`src/rtl/mem_access_if.sv`:
```
// Data-memory bus between the MEM stage (master) and the memory/bridge (slave).
// Request side is registered by the master; the slave answers with a single-cycle ack.
interface mem_access_if;
  logic        bus_req;
  logic        bus_we;
  logic [31:0] bus_addr;
  logic [3:0]  bus_sel;
  logic [31:0] bus_wdata;
  logic        bus_ack;
  logic [31:0] bus_rdata;

  modport master (
    output bus_req, bus_we, bus_addr, bus_sel, bus_wdata,
    input  bus_ack, bus_rdata
  );

  modport slave (
    input  bus_req, bus_we, bus_addr, bus_sel, bus_wdata,
    output bus_ack, bus_rdata
  );
endinterface

```
`src/rtl/mem_access.sv`:
```
// MEM stage: runs big-endian loads/stores over a req/ack bus and stalls the pipeline meanwhile.
// Define MEM_ALIGN_CHK_EN to add excp_misalign and suppress misaligned half/word accesses.
module mem_access #(
  parameter int unsigned TIMEOUT = 16
) (
  input  logic         clk,
  input  logic         rst,
  input  logic         mem_wreg,
  input  logic [4:0]   mem_waddr,
  input  logic [31:0]  mem_wdata,
  input  logic         mem_whilo,
  input  logic [31:0]  mem_hi,
  input  logic [31:0]  mem_lo,
  input  logic [7:0]   mem_aluop,
  input  logic [31:0]  mem_addr,
  input  logic [31:0]  mem_sdata,
  input  logic [5:0]   stall,
  output logic         wb_wreg,
  output logic [4:0]   wb_waddr,
  output logic [31:0]  wb_wdata,
  output logic         wb_whilo,
  output logic [31:0]  wb_hi,
  output logic [31:0]  wb_lo,
  mem_access_if.master bus,
  output logic         stallreq,
`ifdef MEM_ALIGN_CHK_EN
  output logic         excp_misalign,
`endif
  output logic         bus_err
);
  localparam int unsigned CntW = $clog2(TIMEOUT + 1);

  localparam logic [7:0] OpLb  = 8'b1110_0000;
  localparam logic [7:0] OpLbu = 8'b1110_0100;
  localparam logic [7:0] OpLh  = 8'b1110_0001;
  localparam logic [7:0] OpLhu = 8'b1110_0101;
  localparam logic [7:0] OpLw  = 8'b1110_0011;
  localparam logic [7:0] OpSb  = 8'b1110_1000;
  localparam logic [7:0] OpSh  = 8'b1110_1001;
  localparam logic [7:0] OpSw  = 8'b1110_1011;

  typedef enum logic [1:0] {StIdle, StAccess, StDone} state_e;

  state_e          state_q, state_d;
  logic [CntW-1:0] cnt_q, cnt_d;
  logic [31:0]     data_q, data_d;
  logic            err_q, err_d;
  logic            req_q, req_d;
  logic            we_q, we_d;
  logic [31:0]     addr_q, addr_d;
  logic [3:0]      sel_q, sel_d;
  logic [31:0]     wdata_q, wdata_d;

  logic        is_load, is_store, is_byte, is_half, is_signed, is_mem, misalign;
  logic [3:0]  lane_sel;
  logic [31:0] st_wdata, ld_data;
  logic [7:0]  ld_byte;
  logic [15:0] ld_half;
  logic        unused_stall;

  assign unused_stall = ^{stall[5], stall[3:0]};

  always_comb begin
    is_load   = 1'b0;
    is_store  = 1'b0;
    is_byte   = 1'b0;
    is_half   = 1'b0;
    is_signed = 1'b0;
    unique case (mem_aluop)
      OpLb:    begin is_load  = 1'b1; is_byte = 1'b1; is_signed = 1'b1; end
      OpLbu:   begin is_load  = 1'b1; is_byte = 1'b1; end
      OpLh:    begin is_load  = 1'b1; is_half = 1'b1; is_signed = 1'b1; end
      OpLhu:   begin is_load  = 1'b1; is_half = 1'b1; end
      OpLw:    is_load = 1'b1;
      OpSb:    begin is_store = 1'b1; is_byte = 1'b1; end
      OpSh:    begin is_store = 1'b1; is_half = 1'b1; end
      OpSw:    is_store = 1'b1;
      default: ;
    endcase
  end

  assign is_mem = is_load | is_store;

`ifdef MEM_ALIGN_CHK_EN
  assign misalign = is_mem && ((is_half && mem_addr[0]) ||
                               (!is_byte && !is_half && (mem_addr[1:0] != 2'b00)));
  assign excp_misalign = rst && (state_q == StIdle) && misalign;
`else
  assign misalign = 1'b0;
`endif

  // Big-endian lanes: address offset 0 is the most significant byte.
  always_comb begin
    unique case (mem_addr[1:0])
      2'd0: ld_byte = bus.bus_rdata[31:24];
      2'd1: ld_byte = bus.bus_rdata[23:16];
      2'd2: ld_byte = bus.bus_rdata[15:8];
      2'd3: ld_byte = bus.bus_rdata[7:0];
    endcase
    ld_half = mem_addr[1] ? bus.bus_rdata[15:0] : bus.bus_rdata[31:16];
    if (is_byte) begin
      lane_sel = 4'b1000 >> mem_addr[1:0];
      st_wdata = {4{mem_sdata[7:0]}};
      ld_data  = is_signed ? {{24{ld_byte[7]}}, ld_byte} : {24'h0, ld_byte};
    end else if (is_half) begin
      lane_sel = mem_addr[1] ? 4'b0011 : 4'b1100;
      st_wdata = {2{mem_sdata[15:0]}};
      ld_data  = is_signed ? {{16{ld_half[15]}}, ld_half} : {16'h0, ld_half};
    end else begin
      lane_sel = 4'b1111;
      st_wdata = mem_sdata;
      ld_data  = bus.bus_rdata;
    end
  end

  always_comb begin
    state_d = state_q;
    cnt_d   = cnt_q;
    data_d  = data_q;
    err_d   = 1'b0;
    req_d   = req_q;
    we_d    = we_q;
    addr_d  = addr_q;
    sel_d   = sel_q;
    wdata_d = wdata_q;
    case (state_q)
      StIdle: begin
        if (is_mem && !misalign) begin
          state_d = StAccess;
          cnt_d   = '0;
          req_d   = 1'b1;
          we_d    = is_store;
          addr_d  = {mem_addr[31:2], 2'b00};
          sel_d   = lane_sel;
          wdata_d = is_store ? st_wdata : 32'h0;
        end
      end
      StAccess: begin
        cnt_d = cnt_q + CntW'(1);
        if (bus.bus_ack || (cnt_d == CntW'(TIMEOUT))) begin
          state_d = StDone;
          data_d  = (bus.bus_ack && is_load) ? ld_data : 32'h0;
          err_d   = !bus.bus_ack;
          req_d   = 1'b0;
          we_d    = 1'b0;
          addr_d  = 32'h0;
          sel_d   = 4'h0;
          wdata_d = 32'h0;
        end
      end
      StDone: begin
        if (!stall[4]) state_d = StIdle;
      end
      default: state_d = StIdle;
    endcase
  end

  always_ff @(posedge clk or negedge rst) begin
    if (!rst) begin
      state_q <= StIdle;
      cnt_q   <= '0;
      data_q  <= 32'h0;
      err_q   <= 1'b0;
      req_q   <= 1'b0;
      we_q    <= 1'b0;
      addr_q  <= 32'h0;
      sel_q   <= 4'h0;
      wdata_q <= 32'h0;
    end else begin
      state_q <= state_d;
      cnt_q   <= cnt_d;
      data_q  <= data_d;
      err_q   <= err_d;
      req_q   <= req_d;
      we_q    <= we_d;
      addr_q  <= addr_d;
      sel_q   <= sel_d;
      wdata_q <= wdata_d;
    end
  end

  assign bus.bus_req   = req_q;
  assign bus.bus_we    = we_q;
  assign bus.bus_addr  = addr_q;
  assign bus.bus_sel   = sel_q;
  assign bus.bus_wdata = wdata_q;
  assign bus_err       = err_q;

  // A stalled instruction must not commit a register write into MEM/WB.
  always_comb begin
    stallreq = 1'b0;
    wb_wreg  = 1'b0;
    wb_waddr = 5'h0;
    wb_wdata = 32'h0;
    wb_whilo = 1'b0;
    wb_hi    = 32'h0;
    wb_lo    = 32'h0;
    if (rst) begin
      case (state_q)
        StIdle:   stallreq = is_mem && !misalign;
        StAccess: stallreq = 1'b1;
        default:  stallreq = 1'b0;
      endcase
      wb_wreg  = mem_wreg && !stallreq && !misalign;
      wb_waddr = mem_waddr;
      wb_wdata = ((state_q == StDone) && is_load) ? data_q : mem_wdata;
      wb_whilo = mem_whilo && !stallreq;
      wb_hi    = mem_hi;
      wb_lo    = mem_lo;
    end
  end
endmodule

```
`src/flat_wrapper.sv`:
```
// flat-port wrapper written by rule: the top's interface ports become plain ports
module mem_access_flat 
#(
  parameter int unsigned TIMEOUT = 16
)
  (clk, rst, mem_wreg, mem_waddr, mem_wdata, mem_whilo, mem_hi, mem_lo, mem_aluop, mem_addr, mem_sdata, stall, wb_wreg, wb_waddr, wb_wdata, wb_whilo, wb_hi, wb_lo, stallreq, bus_err, bus_bus_req, bus_bus_we, bus_bus_addr, bus_bus_sel, bus_bus_wdata, bus_bus_ack, bus_bus_rdata);
  mem_access_if bus_i ();
  input  logic clk;
  input  logic rst;
  input  logic mem_wreg;
  input  logic [4:0] mem_waddr;
  input  logic [31:0] mem_wdata;
  input  logic mem_whilo;
  input  logic [31:0] mem_hi;
  input  logic [31:0] mem_lo;
  input  logic [7:0] mem_aluop;
  input  logic [31:0] mem_addr;
  input  logic [31:0] mem_sdata;
  input  logic [5:0] stall;
  output logic wb_wreg;
  output logic [4:0] wb_waddr;
  output logic [31:0] wb_wdata;
  output logic wb_whilo;
  output logic [31:0] wb_hi;
  output logic [31:0] wb_lo;
  output logic stallreq;
  output logic bus_err;
  output wire logic [$bits(bus_i.bus_req)-1:0] bus_bus_req;
  output wire logic [$bits(bus_i.bus_we)-1:0] bus_bus_we;
  output wire logic [$bits(bus_i.bus_addr)-1:0] bus_bus_addr;
  output wire logic [$bits(bus_i.bus_sel)-1:0] bus_bus_sel;
  output wire logic [$bits(bus_i.bus_wdata)-1:0] bus_bus_wdata;
  input wire logic [$bits(bus_i.bus_ack)-1:0] bus_bus_ack;
  input wire logic [$bits(bus_i.bus_rdata)-1:0] bus_bus_rdata;
  assign bus_bus_req = bus_i.bus_req;
  assign bus_bus_we = bus_i.bus_we;
  assign bus_bus_addr = bus_i.bus_addr;
  assign bus_bus_sel = bus_i.bus_sel;
  assign bus_bus_wdata = bus_i.bus_wdata;
  assign bus_i.bus_ack = bus_bus_ack;
  assign bus_i.bus_rdata = bus_bus_rdata;
  mem_access #(.TIMEOUT(TIMEOUT)) u_core (.clk(clk), .rst(rst), .mem_wreg(mem_wreg), .mem_waddr(mem_waddr), .mem_wdata(mem_wdata), .mem_whilo(mem_whilo), .mem_hi(mem_hi), .mem_lo(mem_lo), .mem_aluop(mem_aluop), .mem_addr(mem_addr), .mem_sdata(mem_sdata), .stall(stall), .wb_wreg(wb_wreg), .wb_waddr(wb_waddr), .wb_wdata(wb_wdata), .wb_whilo(wb_whilo), .wb_hi(wb_hi), .wb_lo(wb_lo), .bus(bus_i), .stallreq(stallreq), .bus_err(bus_err));
endmodule
```
`config.mk`:
```
export PLATFORM = sky130hd
export DESIGN_NAME = mem_access_flat
export DESIGN_NICKNAME = d
export VERILOG_FILES = /design/src/rtl/mem_access_if.sv /design/src/rtl/mem_access.sv /design/src/flat_wrapper.sv
export SDC_FILE = /design/constraint.sdc
export NUM_CORES = 1
export LEC_CHECK = 0
export BUFFER_PORTS_ARGS = -buffer_cell sky130_fd_sc_hd__buf_2
export CAP_MARGIN = 25
export CORE_MARGIN = 3
export CORE_UTILIZATION = 24
export DETAILED_ROUTE_END_ITERATION = 6
export PLACE_DENSITY = 0.54
export SYNTH_ARGS = -nofsm -noshare
export SYNTH_HDL_FRONTEND = slang
export SYNTH_SLANG_ARGS = --single-unit
```
`constraint.sdc`:
```
create_clock -name clk -period 5.84 [get_ports clk]
set_input_delay 0.584 -clock clk [delete_from_list [all_inputs] [get_ports clk]]
set_output_delay 0.584 -clock clk [all_outputs]
set_load 0.01 [all_outputs]
```
==> flow_summary.html <==
<table>
<tr><th>Metric</th><th>Value</th></tr>
<tr><th colspan="2">Run status</th></tr>
<tr><td>Status</td><td>completed</td></tr>
<tr><th colspan="2">Power</th></tr>
<tr><td>Total power after layout</td><td>2.06 mW</td></tr>
<tr><td>Leakage power summed over all cells</td><td>4.54 nW</td></tr>
<tr><td>Power density normalized to cell area</td><td>233 nW/µm²</td></tr>
<tr><td>Worst IR drop on VDD</td><td>0.137 mV</td></tr>
<tr><th colspan="2">STA</th></tr>
<tr><td>Post-route clock skew</td><td>0.0178 ns</td></tr>
<tr><td>Measured slew at the worst slew-check pin</td><td>0.888 ns</td></tr>
<tr><td>Final setup violation count</td><td>0</td></tr>
<tr><td>Max Freq</td><td>0.298 GHz</td></tr>
<tr><td>Share of the clock period used by the worst path after layout</td><td>57.5%</td></tr>
<tr><td>Final-report hold violation count</td><td>0</td></tr>
<tr><td>Final Max Tran Viols</td><td>0</td></tr>
<tr><td>Final Critical Period</td><td>3.36 ns</td></tr>
<tr><td>Hold_ws</td><td>0.223 ns</td></tr>
<tr><td>Setup tns final</td><td>0 ns</td></tr>
<tr><td>Final worst-path setup slack</td><td>2.48 ns</td></tr>
<tr><td>Unrepaired setup endpoints after global routing</td><td>no</td></tr>
<tr><td>Tightest slew margin relative to the limit</td><td>40.7%</td></tr>
<tr><th colspan="2">Synthesis</th></tr>
<tr><td>Yosys warnings</td><td>0</td></tr>
<tr><td>Cell area after technology mapping</td><td>6240 µm²</td></tr>
<tr><td>Largest cells by area after synthesis</td><td>sky130_fd_sc_hd__dfrtp_1 43%, sky130_fd_sc_hd__nand2_1 9.4%, sky130_fd_sc_hd__and2_1 6.9%, sky130_fd_sc_hd__a21oi_1 5.0%, sky130_fd_sc_hd__mux2_2 3.8%</td></tr>
<tr><td>Synth async-reset ratio</td><td>100%</td></tr>
<tr><td>Gate count after technology mapping</td><td>713</td></tr>
<tr><td>Count of state elements after synthesis</td><td>108</td></tr>
<tr><td>Seq/Total Area, Yosys</td><td>43.3%</td></tr>
<tr><td>Per-instance average area after synthesis</td><td>8.76 µm²</td></tr>
<tr><td>EDFF count, synth</td><td>0</td></tr>
<tr><td>Number of distinct library cell variants in the gate-level netlist after synthesis</td><td>52</td></tr>
<tr><td>Top flip-flop cell by instance count after synthesis</td><td>sky130_fd_sc_hd__dfrtp_1</td></tr>
<tr><td>Post-synth top area cell</td><td>sky130_fd_sc_hd__dfrtp_1</td></tr>
<tr><td>Area share of the largest cell type after synthesis</td><td>43.3%</td></tr>
<tr><th colspan="2">Finish</th></tr>
<tr><td>Area occupied by multi-input gates</td><td>3290 µm²</td></tr>
<tr><td>Area used by sequential logic in the layout</td><td>2700 µm²</td></tr>
<tr><td>Non-filler instance count after layout</td><td>1397</td></tr>
<tr><td>Most common cell after layout, fill and taps aside</td><td>sky130_fd_sc_hd__buf_2</td></tr>
<tr><td>Number of nets in the layout</td><td>1277</td></tr>
<tr><td>Fraction of layout cells with a size suffix above 1</td><td>42.6%</td></tr>
<tr><td>Layout overhead on the synthesized area</td><td>41.2%</td></tr>
<tr><td>Leading cell types in the layout, fill and taps excluded</td><td>382 x sky130_fd_sc_hd__buf_2, 156 x sky130_fd_sc_hd__nand2_1, 108 x sky130_fd_sc_hd__dfrtp_1, 69 x sky130_fd_sc_hd__and2_1, 62 x sky130_fd_sc_hd__a21oi_1</td></tr>
<tr><td>Fill cell instance count of the final layout</td><td>2768</td></tr>
<tr><th colspan="2">Clocking</th></tr>
<tr><td>Number of buffers inserted during clock tree synthesis</td><td>9</td></tr>
<tr><td>Number of buffers inserted by post-CTS setup repair</td><td>0</td></tr>
<tr><td>Number of buffers added to fix hold violations after cts</td><td>0</td></tr>
<tr><td>Clock Tree Root</td><td>sky130_fd_sc_hd__clkbuf_16</td></tr>
<tr><td>Number of buffers on the longest clock path</td><td>2</td></tr>
<tr><td>Clock-pin slew on the worst setup and hold paths</td><td>0.09 ns</td></tr>
<tr><td>TritonCTS clock tree</td><td>yes</td></tr>
<tr><td>Clock network latency to the later pin of the worst-skew pair</td><td>0.36 ns</td></tr>
<tr><td>CTS H-Tree Depth</td><td>3</td></tr>
<tr><td>Number of gates resized after cts</td><td>0</td></tr>
<tr><td>Sink count of the clock tree</td><td>108</td></tr>
<tr><th colspan="2">Place</th></tr>
<tr><td>Input/output buffers</td><td>383</td></tr>
<tr><td>Total placed cells including tap cells</td><td>1376</td></tr>
<tr><td>Minimum setup slack after placement</td><td>2.37 ns</td></tr>
<tr><td>Routability congestion estimate</td><td>0.817</td></tr>
<tr><td>Dpl hpwl</td><td>22.1 mm</td></tr>
<tr><th colspan="2">Floorplanning</th></tr>
<tr><td>Die Footprint</td><td>28000 µm²</td></tr>
<tr><td>Die extent in x</td><td>167 µm</td></tr>
<tr><td>Starting density of the core</td><td>24.6%</td></tr>
<tr><td>Std cell rows</td><td>58</td></tr>
<tr><td>I/O pins</td><td>391</td></tr>
<tr><td>Vertical die dimension</td><td>167 µm</td></tr>
<tr><td>Core box area</td><td>25400 µm²</td></tr>
<tr><th colspan="2">Route</th></tr>
<tr><td>Uppermost layer routed</td><td>met4</td></tr>
<tr><td>Post-route ant nets</td><td>0</td></tr>
<tr><td>Sum of met2 wire segment lengths after detailed routing</td><td>14.9 mm</td></tr>
<tr><td>Final WL</td><td>28.1 mm</td></tr>
<tr><td>Number of design-rule violations left by the first detailed-router iteration</td><td>325</td></tr>
<tr><td>Overall via count from detail_route</td><td>6536</td></tr>
<tr><td>Routed vias/inst</td><td>4.68</td></tr>
<tr><td>DR pass1 iterations</td><td>4</td></tr>
<tr><td>Routed met1 length</td><td>10.6 mm</td></tr>
<tr><td>Residual DRC</td><td>0</td></tr>
<tr><td>Routed WL per cell</td><td>20.1 µm</td></tr>
<tr><td>Routed wire length on met3</td><td>1.71 mm</td></tr>
<tr><th colspan="2">Worst setup path</th></tr>
<tr><td>CP Max Fanout</td><td>21</td></tr>
<tr><td>Worst endpoint required time</td><td>5.26 ns</td></tr>
<tr><td>Top cell family by delay on the critical path</td><td>simple AND/OR/NAND/NOR gates</td></tr>
<tr><td>Critical path data arrival time</td><td>2.77 ns</td></tr>
<tr><td>End of the worst register-to-register path</td><td>u_core.data_q[31]$_DFFE_PN0P_</td></tr>
<tr><td>Slowest stage delay, CP</td><td>0.60 ns</td></tr>
<tr><td>Critical R2R Launch</td><td>u_core.state_q[1]$_DFFE_PN0P_</td></tr>
<tr><td>Critical Path, Cell by Cell</td><td>buf_2, nand4b_1, a21oi_1, and3b_1, buf_8, nand2_1, a21oi_1, buf_2</td></tr>
<tr><td>Total buffers and inverters traversed by the critical path</td><td>3</td></tr>
<tr><td>Worst Setup Start Kind</td><td>primary input</td></tr>
<tr><td>Category of the worst setup path capture point</td><td>output pin</td></tr>
<tr><td>Setup slack of the worst register-to-register path</td><td>3.46 ns</td></tr>
<tr><td>Number of cells on the worst reg-to-reg path</td><td>5</td></tr>
<tr><td>Crit path kind</td><td>primary input to output pin</td></tr>
<tr><td>Slowest stage cell on the critical path</td><td>sky130_fd_sc_hd__nand4b_1</td></tr>
<tr><th colspan="2">Global route</th></tr>
<tr><td>Global route total overflow</td><td>0</td></tr>
<tr><td>Number of global-route vias before repair</td><td>6444</td></tr>
<tr><td>Combined global-route utilization of all metal layers</td><td>19.2%</td></tr>
<tr><td>Wire length of the first global-routing pass</td><td>41.1 mm</td></tr>
<tr><td>Largest net degree at the start of global routing</td><td>77</td></tr>
<tr><td>Initial antenna violation count</td><td>5</td></tr>
<tr><th colspan="2">Job</th></tr>
<tr><td>Max cap viols</td><td>0</td></tr>
<tr><th colspan="2">Min path</th></tr>
<tr><td>Class of the most critical hold timing path</td><td>primary input to async pin</td></tr>
</table>
-- flip-flops by register name, indices dropped and copies added, names as in the netlist --
name                  cells
u_core.bus.bus_wdata     32
u_core.state_q            2
u_core.cnt_q              5
u_core.bus.bus_req        1
u_core.data_q            32
u_core.bus.bus_addr      30
u_core.bus.bus_sel        4
u_core.bus_err            1
u_core.bus.bus_we         1
-- how the worst max path moves through the flow --
stage / startpoint / end / slack [ns] / depth (start not counted)
2_1_floorplan: mem_aluop[4] / wb_wdata[10] / 3.26 / 8
3_3_place_gp: mem_aluop[4] / wb_wdata[13] / 2.16 / 7
3_5_place_dp: mem_aluop[4] / u_core.data_q[20]$_DFFE_PN0P_ / 2.37 / 7
4_1_cts: mem_aluop[4] / wb_wdata[13] / 2.43 / 8
5_1_grt: mem_aluop[4] / wb_wdata[11] / 2.26 / 8
6_report: mem_aluop[4] / wb_wdata[13] / 2.48 / 8
-- per-stage QoR --
step	instance area [µm²]	utilization, %
2_1_floorplan	6250	-
3_3_place_gp	8410	33.1
3_5_place_dp	8430	33.2
4_1_cts	8750	34.4
5_1_grt	8810	34.7
6_report	8810	34.7
-- cells by family (layout without fill, tap and decap cells) --
family	count (synthesis)	after routing	share of synthesized area (%)
muxes	41	41	7.19
and+or+nand+nor	303	303	23.2
buffers and inverters	64	415	4.47
xor gates and xnor gates	2	2	0.281
DFF	108	108	43.3
AOI/OAI and AO/OA	193	193	21.3
other	1	4	0.0601
adders and majority gates	1	1	0.200
-- synth_stat cells (all sizes together), types with 4 or more instances --
cell and instances:
nand2 157, dfrtp 108, and2 69, a21oi 63, o21ai 48, clkbuf 47
o2bb2ai 36, nor2 29, mux2 21, mux2i 19, buf 15, nand2b 13
a22o 10, nor3 9, nor2b 8, a22oi 7, a32o 7, a211oi 6
a21o 4
-- final cells by class --
class	instances	share of cell area [%]
tap	330	4.68
antenna	2	0.0568
clock inverter	7	1.06
clock buffer	9	2.56
inverter	2	0.0852
sequential	108	30.7
multi-input combinational	542	37.3
timing repair buffer	397	23.6
-- per-layer routing --
layer,track usage (%),vias up
met5,0,-
met4,6.33,0
met3,3.66,26
met2,36.2,270
met1,21.7,3089
li1,-,3151
-- report_power, final --
part	leakage [nW]	internal (mW)	switching, mW	total [mW]
Clock	0.153	0.311	0.351	0.662
Combinational	2.93	0.221	0.275	0.497
Sequential	1.45	0.837	0.0604	0.898
Total	4.54	1.37	0.687	2.06
Power figures use the tool's default switching activity.
